--- config.mk ---
export PLATFORM = sky130hd
export DESIGN_NAME = uart_tx
export DESIGN_NICKNAME = d
export VERILOG_FILES = /design/src/rtl/uart_tx.sv
export SDC_FILE = /design/constraint.sdc
export NUM_CORES = 1
export LEC_CHECK = 0
export ABC_CLOCK_PERIOD_IN_PS = 3220
export BUFFER_PORTS_ARGS = -buffer_cell sky130_fd_sc_hd__buf_4
export CAP_MARGIN = 20
export CORE_MARGIN = 10
export CORE_UTILIZATION = 50
export CTS_CLUSTER_DIAMETER = 50
export DETAILED_ROUTE_END_ITERATION = 12
export GPL_TIMING_DRIVEN = 0
export HOLD_SLACK_MARGIN = 0.12
export PLACE_DENSITY = 0.75
export SKIP_LAST_GASP = 1
export SYNTH_ARGS = -nofsm -noshare
export SYNTH_HDL_FRONTEND = slang
export SYNTH_SLANG_ARGS = --single-unit
export TNS_END_PERCENT = 50
--- constraint.sdc ---
create_clock -name clk -period 3.22 [get_ports clk]
set_input_delay 0.322 -clock clk [delete_from_list [all_inputs] [get_ports clk]]
set_output_delay 0.322 -clock clk [all_outputs]
set_load 0.01 [all_outputs]
--- src/rtl/uart_tx.sv ---
// UART transmitter: 8N1/8N2 framing, LSB first, fixed CLKS_PER_BIT, registered serial output.
// Define UART_TX_PARITY_EN to insert an even-parity bit between the data bits and the stop bit(s).
module uart_tx #(
  parameter int CLKS_PER_BIT = 4,
  parameter int STOP_BITS    = 1,
  parameter int GAP_CYCLES   = 2
) (
  input  logic       clk,
  input  logic       rst_n,
  input  logic [7:0] in_tx_data,
  input  logic       in_tx_en,
  output logic       out_serial,
  output logic       out_tx_busy,
  output logic       out_tx_done
);

  localparam int CW = (CLKS_PER_BIT > 1) ? $clog2(CLKS_PER_BIT) : 1;
  localparam int GW = (GAP_CYCLES > 1) ? $clog2(GAP_CYCLES) : 1;
  localparam logic [CW-1:0] CNT_LAST  = CW'(CLKS_PER_BIT - 1);
  localparam logic [GW-1:0] GAP_LAST  = GW'(GAP_CYCLES - 1);
  localparam logic [2:0]    STOP_LAST = 3'(STOP_BITS - 1);

`ifdef UART_TX_PARITY_EN
  typedef enum logic [2:0] {S_IDLE, S_START, S_DATA, S_PARITY, S_STOP, S_GAP} state_t;
  logic parity_q, parity_d;
`else
  typedef enum logic [2:0] {S_IDLE, S_START, S_DATA, S_STOP, S_GAP} state_t;
`endif

  state_t        state_q, state_d;
  logic [CW-1:0] cnt_q, cnt_d;
  logic [2:0]    bit_q, bit_d;
  logic [GW-1:0] gap_q, gap_d;
  logic [7:0]    shift_q, shift_d;
  logic          serial_q, serial_d;
  logic          busy_q, busy_d;
  logic          done_q, done_d;
  logic          bit_end;
  logic          accept;

  assign bit_end = (cnt_q == CNT_LAST);

  always_ff @(posedge clk) begin
    if (!rst_n) begin
      state_q  <= S_IDLE;
      cnt_q    <= '0;
      bit_q    <= '0;
      gap_q    <= '0;
      shift_q  <= '0;
      serial_q <= 1'b1;
      busy_q   <= 1'b0;
      done_q   <= 1'b0;
`ifdef UART_TX_PARITY_EN
      parity_q <= 1'b0;
`endif
    end else begin
      state_q  <= state_d;
      cnt_q    <= cnt_d;
      bit_q    <= bit_d;
      gap_q    <= gap_d;
      shift_q  <= shift_d;
      serial_q <= serial_d;
      busy_q   <= busy_d;
      done_q   <= done_d;
`ifdef UART_TX_PARITY_EN
      parity_q <= parity_d;
`endif
    end
  end

  always_comb begin
    state_d = state_q;
    cnt_d   = '0;
    bit_d   = '0;
    gap_d   = '0;
    shift_d = shift_q;
    accept  = 1'b0;
    case (state_q)
      S_IDLE: begin
        if (in_tx_en) begin
          state_d = S_START;
          accept  = 1'b1;
        end
      end
      S_START: begin
        cnt_d = bit_end ? '0 : cnt_q + 1'b1;
        if (bit_end) state_d = S_DATA;
      end
      S_DATA: begin
        cnt_d = bit_end ? '0 : cnt_q + 1'b1;
        bit_d = bit_end ? bit_q + 3'd1 : bit_q;
        if (bit_end) begin
          shift_d = {1'b0, shift_q[7:1]};
`ifdef UART_TX_PARITY_EN
          if (bit_q == 3'd7) state_d = S_PARITY;
`else
          if (bit_q == 3'd7) state_d = S_STOP;
`endif
        end
      end
`ifdef UART_TX_PARITY_EN
      S_PARITY: begin
        cnt_d = bit_end ? '0 : cnt_q + 1'b1;
        if (bit_end) state_d = S_STOP;
      end
`endif
      S_STOP: begin
        cnt_d = bit_end ? '0 : cnt_q + 1'b1;
        if (bit_end) begin
          if (bit_q == STOP_LAST) state_d = S_GAP;
          else bit_d = bit_q + 3'd1;
        end else begin
          bit_d = bit_q;
        end
      end
      S_GAP: begin
        // The closing GAP edge doubles as an idle edge, so held-enable frames sit exactly GAP_CYCLES apart.
        if (gap_q == GAP_LAST) begin
          if (in_tx_en) begin
            state_d = S_START;
            accept  = 1'b1;
          end else begin
            state_d = S_IDLE;
          end
        end else begin
          gap_d = gap_q + 1'b1;
        end
      end
      default: state_d = S_IDLE;
    endcase
    if (accept) shift_d = in_tx_data;
`ifdef UART_TX_PARITY_EN
    parity_d = accept ? ^in_tx_data : parity_q;
`endif
  end

  // Outputs are decoded from the next state so the registered line moves on the same edge as the FSM.
  always_comb begin
    serial_d = 1'b1;
    busy_d   = 1'b0;
    done_d   = (state_d == S_GAP) && (state_q != S_GAP);
    case (state_d)
      S_START: begin
        serial_d = 1'b0;
        busy_d   = 1'b1;
      end
      S_DATA: begin
        serial_d = shift_d[0];
        busy_d   = 1'b1;
      end
`ifdef UART_TX_PARITY_EN
      S_PARITY: begin
        serial_d = parity_d;
        busy_d   = 1'b1;
      end
`endif
      S_STOP:  busy_d = 1'b1;
      default: serial_d = 1'b1;
    endcase
  end

  assign out_serial  = serial_q;
  assign out_tx_busy = busy_q;
  assign out_tx_done = done_q;

endmodule

==> results.yml, run 1 <==
global_routing:
  grt_pass1_wl_um: 3150
  grt_busiest_layer: "met2"
  gr-total-overflow: 0
  met2_usage: 0.161
  grt_max_degree: 12
  first_global_vias: 760
  use_met1: 0.0957
  antenna_found_initial: 0
  grt_usage: 0.0940
  grt_use_met3: 0.0366
critical_path:
  worstPathMaxFanout: 3
  rr_startpoint: "bit_q[0]$_SDFFE_PN0P_"
  startpoint_type: "flop"
  reg2reg_to: "out_serial$_SDFF_PN1_"
  worstPathRequired_ns: 3.43
  r2r_slack_ns: 1.55
  cp-end-kind: "flop"
  crit_arrival_ns: 1.89
  reg2regPathDepth: 7
  crit_type: "reg -> reg"
synth:
  syn_area_um2: 957
  syn-num-nets: 109
  synthTopCellsByCount: "20 x dfxtp_1, 12 x nand2_1, 9 x mux2i_1"
  synth_top_cell_by_area: "dfxtp_1"
  yosysWarnings: 0
  synth_seq_area_share: 0.418
  syn_area_per_cell_um2: 10.2
  yosys-top-cells-area: "dfxtp_1 42%, mux2i_1 9.4%, o211a_1 7.3%, ha_1 5.2%, nand2_1 4.7%"
  synth_cell_type_count: 30
  yosysMostFrequentCell: "dfxtp_1"
  ys_async_sr_fraction: 0
  synth_cells: 94
  synth_edf_count: 0
  synthFlopType: "dfxtp_1"
  synth_seq_cells: 20
  synth_top_area_frac: 0.418
timing:
  final-hold-violation-count: 0
  slew_violations: 0
  period_share: 0.519
  fin_worst_skew_ns: 0.00267
  rsz0062_at_grt: "false"
  fin_ws_ns: 1.55
  slew_headroom: 0.747
  tightest_slew_ns: 0.377
  totalNegativeSetupSlack_ns: 0
  max_freq_mhz: 598
  setup_violations: 0
  fin_crit_ns: 1.67
power:
  power_density_nw_per_um2: 417
  p_leak_nw: 0.513
  ir_drop_mv: 0.248
  power_w: 0.000464
run_status:
  outcome: "finished clean"
place:
  portBuffers: 12
  gp_congestion: 0.805
  place_hpwl_um: 1250
  post-place-ws_ns: 1.54
detailed_routing:
  first_pass_iters: 4
  post_drt_wl_per_cell_um: 12.8
  drt-initial-drc-count: 12
  vias_per_cell: 5.29
  vias: 714
  wirelength_um: 1730
  drc_errors: 0
  ant_nets: 0
clock_tree:
  numCtsBuffers: 3
  holdBufCountCts: 0
  clock_latency_ns: 0.31
  path_clk_slew_ns: 0.11
  cts_resized: 0
  cts.htree.levels: 1
  clock_path_buffers: 2
  cts_tree: "built"
  cts.sinks: 20
  cts-root-buf: "clkbuf_4"
  post_cts_buffers: 0
min_path:
  min_from: "rst_n"
  hp-class: "in -> reg"
  hold_depth: 2
  hold_path_end: "out_serial$_SDFF_PN1_"
die:
  die_h_um: 63.8
  pin_count: 14
  coreArea_um2: 1760
  die_area_um2: 4060
  rows: 15
  fp.dieW_um: 63.8
  start_util: 0.543
final_layout:
  area_growth_pct: 16.5
  diodes: 0
  drive_gt1_frac: 0.236
  nets: 126
run:
  drv_cap: 0
worst max path at each step:
stage | from | endpoint | slack, ns | cells after the start
after floorplan | bit_q[0]$_SDFFE_PN0P_ | out_serial$_SDFF_PN1_ | 1.69 | 7
after global placement | bit_q[0]$_SDFFE_PN0P_ | out_serial$_SDFF_PN1_ | 1.59 | 7
after detailed placement | bit_q[0]$_SDFFE_PN0P_ | out_serial$_SDFF_PN1_ | 1.54 | 7
after CTS | bit_q[0]$_SDFFE_PN0P_ | out_serial$_SDFF_PN1_ | 1.53 | 7
after global routing | bit_q[0]$_SDFFE_PN0P_ | out_serial$_SDFF_PN1_ | 1.43 | 7
final | bit_q[0]$_SDFFE_PN0P_ | out_serial$_SDFF_PN1_ | 1.55 | 7
power by group:
group,switching (W),total (W),internal [W],leakage [nW]
Sequential,0.00000654,0.000266,0.000260,0.164
Clock,0.0000785,0.000148,0.0000691,0.0210
Combinational,0.0000228,0.0000505,0.0000277,0.328
critical path: stages, from the launching register on:
cell and delay (ns):
dfxtp_1 0.39, inv_1 0.06, ha_1 0.20, nor2b_1 0.15, o21a_1 0.18, o311ai_2 0.32, mux2i_1 0.22, nand2_1 0.06
state kept, by name, indices dropped and copies added, names as in the netlist:
signal	cells
cnt_q	2
gap_q	1
out_tx_busy	1
out_serial	1
state_q	3
out_tx_done	1
bit_q	3
shift_q	8
per-stage QoR:
step,hold WS [ns],utilization,std cells,instance area [um2]
final,0.232,0.632,135,1110
after global routing,0.231,0.632,135,1110
after CTS,0.230,0.632,135,1110
after global placement,0.405,0.611,131,1080
after floorplan,0.396,-,94,957
after detailed placement,0.416,0.611,131,1080
kinds of logic (layout without fill, tap and decap cells):
kind of cell,count (synthesis),count (layout),synth area share
AO/OA/AOI/OAI,17,17,0.163
adder cells (fa/ha/maj),4,4,0.0523
buffers and inverters,10,26,0.0745
flip-flops,20,20,0.418
multiplexers,9,9,0.0941
AND/OR/NAND/NOR,34,34,0.197
layout by cell type (no fill, tap or decap), types with 2 or more instances in the layout:
| master | instances |
|---|---|
| inv_1 | 4 |
| o21a_1 | 3 |
| buf_6 | 3 |
| nor2b_1 | 4 |
| buf_4 | 12 |
| nor3_1 | 3 |
| nand2_1 | 12 |
| and2_1 | 3 |
| dfxtp_1 | 20 |
| ha_1 | 4 |
| o211a_1 | 7 |
| a22oi_1 | 2 |
| nor2_1 | 3 |
| mux2i_1 | 9 |
| clkbuf_4 | 3 |
| clkbuf_8 | 2 |
routing by layer:
metal  vias to the layer above  share of wire
li1                        369              -
met1                       320           0.47
met2                        20           0.44
met3                         5          0.065
met4                         0          0.024
met5                         -              0
final cells by class:
type / instances / area [um2]
Timing Repair Buffer: 12 / 90.1
Inverter: 4 / 15.0
Multi-Input combinational cell: 64 / 485
Fill cell: 175 / 649
Buffer: 6 / 56.3
Tap cell: 25 / 31.3
Clock buffer: 4 / 36.3
Sequential cell: 20 / 400
No activity file was read; power rests on OpenSTA's default activity.
==> run 2, diff against run 1 <==
--- a/config.mk
+++ b/config.mk
@@ -5,7 +5,8 @@
 export SDC_FILE = /design/constraint.sdc
 export NUM_CORES = 1
 export LEC_CHECK = 0
-export ABC_CLOCK_PERIOD_IN_PS = 3220
+export ABC_AREA = 1
+export ABC_CLOCK_PERIOD_IN_PS = 1700
 export BUFFER_PORTS_ARGS = -buffer_cell sky130_fd_sc_hd__buf_4
 export CAP_MARGIN = 20
 export CORE_MARGIN = 10
==> constraint.sdc (replaced) <==
create_clock -name clk -period 1.7 [get_ports clk]
set_input_delay 0.17 -clock clk [delete_from_list [all_inputs] [get_ports clk]]
set_output_delay 0.17 -clock clk [all_outputs]
set_load 0.01 [all_outputs]
==> results.yml, run 2 <==
critical_path:
  path_buf_inv: 1
  cpMaxStageDelayCell: "dfxtp_1"
  startpoint_type: "flop"
  cpPeakStageDelay_ns: 0.33
  crit_type: "reg -> reg"
  critical_path.top_delay_family: "simple AND/OR/NAND/NOR gates"
  crit_arrival_ns: 1.68
  worstPathCellList: "ha_1 > buf_2 > a21oi_1 > nor2_1 > nor3_2 > nand2_1 > nand3_1"
  worstPathRequired_ns: 1.95
  worstPathMaxFanout: 10
  cp-end-kind: "flop"
synth:
  synth_seq_area_share: 0.412
  yosysMostFrequentCell: "nand2_1"
  synthFlopType: "dfxtp_1"
  yosysWarnings: 0
  syn-num-nets: 151
  synth_top_area_frac: 0.412
  synth_top_cell_by_area: "dfxtp_1"
  yosys-top-cells-area: "dfxtp_1 41%, nand2_1 8.9%, nor2_1 8.5%, nand3_1 7.7%, inv_1 5.4%"
  synth_cell_type_count: 23
  synthTopCellsByCount: "23 x nand2_1, 22 x nor2_1, 20 x dfxtp_1"
  ys_async_sr_fraction: 0
  synth_seq_cells: 20
  synth_edf_count: 0
  syn_area_um2: 972
  syn_area_per_cell_um2: 7.15
  synth_cells: 136
clock_tree:
  clock_latency_ns: 0.31
  cts.htree.levels: 1
  post_cts_buffers: 0
  cts-root-buf: "clkbuf_4"
  path_clk_slew_ns: 0.11
  cts_tree: "built"
  holdBufCountCts: 1
  cts.sinks: 20
  cts_resized: 0
  clock_path_buffers: 2
  numCtsBuffers: 3
final_layout:
  area_growth_pct: 16.6
  reg.largest.list: "shift_q x8, bit_q x3, state_q x3"
  nets: 170
  layout_common_cells: "23 x nand2_1, 22 x nor2_1, 20 x dfxtp_1"
  diodes: 0
  layout_commonest_cell: "nand2_1"
  final_area_um2: 1130
  largest_reg_flops: 8
  regMostFlops: "shift_q"
  drive_gt1_frac: 0.183
power:
  power.switching_w: 0.000214
  power_w: 0.000836
  pwr-share-clk: 0.268
  p_sw_frac: 0.256
  comb_power_share: 0.137
  power_density_nw_per_um2: 738
  sequentialPowerShare: 0.595
  p_int_w: 0.000622
  p_leak_nw: 0.521
  ir_drop_mv: 0.495
timing:
  final-hold-violation-count: 0
  slew_headroom: 0.689
  fin_worst_skew_ns: 0.00581
  period_share: 0.840
  rsz0062_at_grt: "false"
  tightest_slew_ns: 0.466
  max_freq_mhz: 700
  totalNegativeSetupSlack_ns: 0
  slew_violations: 0
  fin_crit_ns: 1.43
  setup_violations: 0
global_routing:
  grt_max_degree: 11
  grt_usage: 0.118
  first_global_vias: 923
  antenna_found_initial: 0
  grt_pass1_wl_um: 3970
  gr-total-overflow: 0
die:
  fp.dieW_um: 64.1
  die_area_um2: 4110
  die_h_um: 64.1
  pin_count: 14
  rows: 15
  start_util: 0.545
  coreArea_um2: 1780
detailed_routing:
  drc_errors: 0
  drt-initial-drc-count: 14
  post_drt_wl_per_cell_um: 12.0
  vias: 921
  first_pass_iters: 4
  vias_per_cell: 5.17
  wirelength_um: 2130
  ant_nets: 0
place:
  portBuffers: 13
  gp_congestion: 0.877
  place_hpwl_um: 1610
  dpl_cell_area_um2: 1100
min_path:
  hp-class: "in -> reg"
run:
  drv_cap: 0
run_status:
  outcome: "finished clean"
==> run 2: worst paths after layout <==
kind                                           from                       to  slack (ns)  depth (start not counted)
worst min register to register  cnt_q[0]$_SDFF_PP0_      cnt_q[0]$_SDFF_PP0_        0.43                          1
worst max-delay path            cnt_q[0]$_SDFF_PP0_    out_serial$_SDFF_PN1_        0.27                          7
worst max register to register  cnt_q[0]$_SDFF_PP0_    out_serial$_SDFF_PN1_        0.27                          7
worst min-delay path                  in_tx_data[7]  shift_q[7]$_SDFFE_PN0P_        0.13                          3
==> run 2: tightest hold or removal path: cells and delay by family <==
family	cells	cell delay [ns]
AO/OA/AOI/OAI	1	0.05
buffers and inverters	1	0.11
AND/OR/NAND/NOR	1	0.07
==> run 2: final cells by class <==
cell class	instances	area, um2
Clock buffer	3	22.5
Fill cell	181	649
Buffer	3	13.8
Timing Repair Buffer	14	108
Inverter	17	63.8
Multi-Input combinational cell	96	494
Sequential cell	20	400
Tap cell	25	31.3
==> run 2: cells by family after synthesis <==
family                     count (synthesis)  share of synthesized area
buffers and inverters                     20                     0.0798
adders and majority gates                  4                     0.0515
and+or+nand+nor                           72                      0.350
AOI/OAI and AO/OA                         20                      0.107
DFF                                       20                      0.412
==> run 2: power by group through the flow <==
| stage | registers [W] | clock network [W] | logic (W) |
|---|---|---|---|
| after detailed placement | 0.000508 | 0 | 0.000113 |
| final | 0.000497 | 0.000224 | 0.000115 |
| after global routing | 0.000500 | 0.000251 | 0.000131 |
| after floorplan | 0.000509 | 0 | 0.0000690 |
| after CTS | 0.000497 | 0.000230 | 0.000115 |
| after global placement | 0.000507 | 0 | 0.000109 |
==> run 2: layer usage <==
layer / part of all wire / up-vias / global-route usage
li1: - / 476 / -
met5: 0 / - / 0
met4: 0.026 / 0 / 0.0749
met2: 0.48 / 23 / 0.195
met3: 0.042 / 4 / 0.0261
met1: 0.45 / 418 / 0.133
==> run 2: through the flow <==
stage,hold slack (ns),utilization,std cells,setup WS (ns)
2_1_floorplan,0.284,-,136,0.436
3_3_place_gp,0.396,0.618,174,0.318
3_5_place_dp,0.401,0.618,174,0.301
4_1_cts,0.138,0.636,178,0.273
5_1_grt,0.131,0.636,178,0.112
6_report,0.134,0.636,178,0.272
==> run 3, diff against run 2 <==
--- a/config.mk
+++ b/config.mk
@@ -5,17 +5,17 @@
 export SDC_FILE = /design/constraint.sdc
 export NUM_CORES = 1
 export LEC_CHECK = 0
-export ABC_AREA = 1
-export ABC_CLOCK_PERIOD_IN_PS = 1700
+export ABC_AREA = 0
+export ABC_CLOCK_PERIOD_IN_PS = 1300
 export BUFFER_PORTS_ARGS = -buffer_cell sky130_fd_sc_hd__buf_4
 export CAP_MARGIN = 20
 export CORE_MARGIN = 10
-export CORE_UTILIZATION = 50
+export CORE_UTILIZATION = 49
 export CTS_CLUSTER_DIAMETER = 50
 export DETAILED_ROUTE_END_ITERATION = 12
 export GPL_TIMING_DRIVEN = 0
 export HOLD_SLACK_MARGIN = 0.12
-export PLACE_DENSITY = 0.75
+export PLACE_DENSITY = 0.77
 export SKIP_LAST_GASP = 1
 export SYNTH_ARGS = -nofsm -noshare
 export SYNTH_HDL_FRONTEND = slang
==> constraint.sdc (replaced) <==
create_clock -name clk -period 1.3 [get_ports clk]
set_input_delay 0.13 -clock clk [delete_from_list [all_inputs] [get_ports clk]]
set_output_delay 0.13 -clock clk [all_outputs]
set_load 0.01 [all_outputs]
==> results.yml, run 3 (synthesized netlist as in run 1, its figures left out) <==
timing:
  max_freq_mhz: 659
  fin_crit_ns: 1.52
  fin_ws_ns: -0.217
  slew_violations: 0
  period_share: 1.17
  rsz0062_at_grt: "true"
  totalNegativeSetupSlack_ns: -1.78
  slew_headroom: 0.742
  tightest_slew_ns: 0.385
  setup_violations: 15
  final-hold-violation-count: 0
  fin_worst_skew_ns: 0.00489
final_layout:
  largest_reg_flops: 8
  layout_common_cells: "22 x buf_4, 16 x dfxtp_1, 12 x nand2_1"
  regMostFlops: "shift_q"
  layout_commonest_cell: "buf_4"
  multiInputGateArea_um2: 551
  nets: 146
  reg.largest.list: "shift_q x8, bit_q x3, state_q x3"
  ff_latch_area_um2: 405
  drive_gt1_frac: 0.362
  diodes: 0
  area_growth_pct: 42.1
  nFillCells: 119
  final_util: 0.763
run_status:
  outcome: "complete, but fails checks"
  violations: "negative setup slack"
place:
  gp_congestion: 0.784
  place_hpwl_um: 1390
  portBuffers: 12
  post-place-ws_ns: -0.292
critical_path:
  worstPathMaxFanout: 3
  cpPeakStageDelay_ns: 0.36
  crit_arrival_ns: 1.72
  cpMaxStageDelayCell: "dfxtp_2"
  crit_type: "reg -> reg"
  reg2regPathDepth: 7
  cp-end-kind: "flop"
  worstPathCellList: "inv_2 > ha_4 > nor2b_4 > o21a_1 > o311ai_4 > mux2i_1 > nand2_1"
  startpoint_type: "flop"
  worstPathRequired_ns: 1.50
min_path:
  hp-class: "in -> reg"
  hold_depth: 2
global_routing:
  antenna_found_initial: 0
  gr-total-overflow: 0
  first_global_vias: 867
  grt_usage: 0.113
  grt_pass1_wl_um: 3800
  grt_max_degree: 12
die:
  coreArea_um2: 1780
  die_h_um: 64.2
  pin_count: 14
  rows: 15
  fp.dieW_um: 64.2
  start_util: 0.537
  die_area_um2: 4120
clock_tree:
  path_clk_slew_ns: 0.11
  cts_tree: "built"
  numCtsBuffers: 3
  clock_latency_ns: 0.30
  clock_path_buffers: 2
  cts.htree.levels: 1
  cts.sinks: 20
  cts-root-buf: "clkbuf_4"
power:
  p_leak_nw: 0.626
  ir_drop_mv: 0.709
  power_w: 0.00119
  power_density_nw_per_um2: 873
detailed_routing:
  post_drt_wl_per_cell_um: 14.0
  drt-initial-drc-count: 21
  vias_per_cell: 5.12
  first_pass_iters: 4
  vias: 793
  wirelength_um: 2170
  ant_nets: 0
  drc_errors: 0
run:
  drv_cap: 0
run 3: cell count changes in the layout (fill, tap and decap cells not counted), sizes merged, moves of 4 or more:
cell and change:
buf +11, mux2i +9, nand3 -15, a21oi -10, o21ai -9, nand2 -11, dlygate4sd3 +9, nor2 -22
inv -12, o211a +7, nor2b +4
run 3: worst paths after layout:
| kind | slack [ns] | startpoint | endpoint |
|---|---|---|---|
| worst max-delay path | -0.22 | bit_q[1]$_SDFFE_PN0P_ | out_serial$_SDFF_PN1_ |
| worst min-delay path | 0.23 | rst_n | shift_q[0]$_SDFF_PN0_ |
| worst max register to register | -0.22 | bit_q[1]$_SDFFE_PN0P_ | out_serial$_SDFF_PN1_ |
| worst min register to register | 0.44 | cnt_q[0]$_SDFF_PP0_ | cnt_q[0]$_SDFF_PP0_ |
run 3: per-stage QoR:
| stage | cell area, um2 | hold slack, ns | std cells |
|---|---|---|---|
| after floorplan | 995 | 0.286 | 94 |
| after global placement | 1120 | 0.367 | 131 |
| after detailed placement | 1120 | 0.372 | 131 |
| after CTS | 1350 | 0.234 | 155 |
| after global routing | 1360 | 0.248 | 155 |
| final | 1360 | 0.233 | 155 |
run 3: worst max-delay path, delay by kind of cell, from the launching register on:
family | cells | cell delay [ns]
buf+inv | 1 | 0.05
mux | 1 | 0.22
simple gates | 2 | 0.18
flops | 1 | 0.36
fa+ha+maj | 1 | 0.15
compound gates | 2 | 0.45
run 3: area by class of cell:
type | instances | share of cell area
plain buffers | 6 | 0.0414
clock buffers | 4 | 0.0267
inverters | 4 | 0.0110
multi-input cells | 64 | 0.405
flip-flops and latches | 20 | 0.298
well taps | 25 | 0.0230
repair buffers | 32 | 0.195
run 3: routing by layer:
layer  up-vias  GRT usage  share of wire
met5         -          0              0
met4         0     0.0455         0.0087
met2        16      0.195           0.52
li1        400          -              -
met3         2     0.0348          0.044
met1       375      0.126           0.42
run 3: where the power goes:
group | leakage (nW) | total (W) | switching, W | internal (W)
sequential | 0.166 | 0.000666 | 0.0000220 | 0.000644
combinational | 0.439 | 0.000166 | 0.0000681 | 0.0000976
clock | 0.0210 | 0.000355 | 0.000185 | 0.000171
run 3: what timing repair did:
action,CTS,global route
endpoints found under the hold margin,12,0
setup buffers,9,0
gates resized for setup,3,3
hold buffers,10,0
pin swaps,6,2
setup endpoints to repair,14,15
gates cloned,1,0
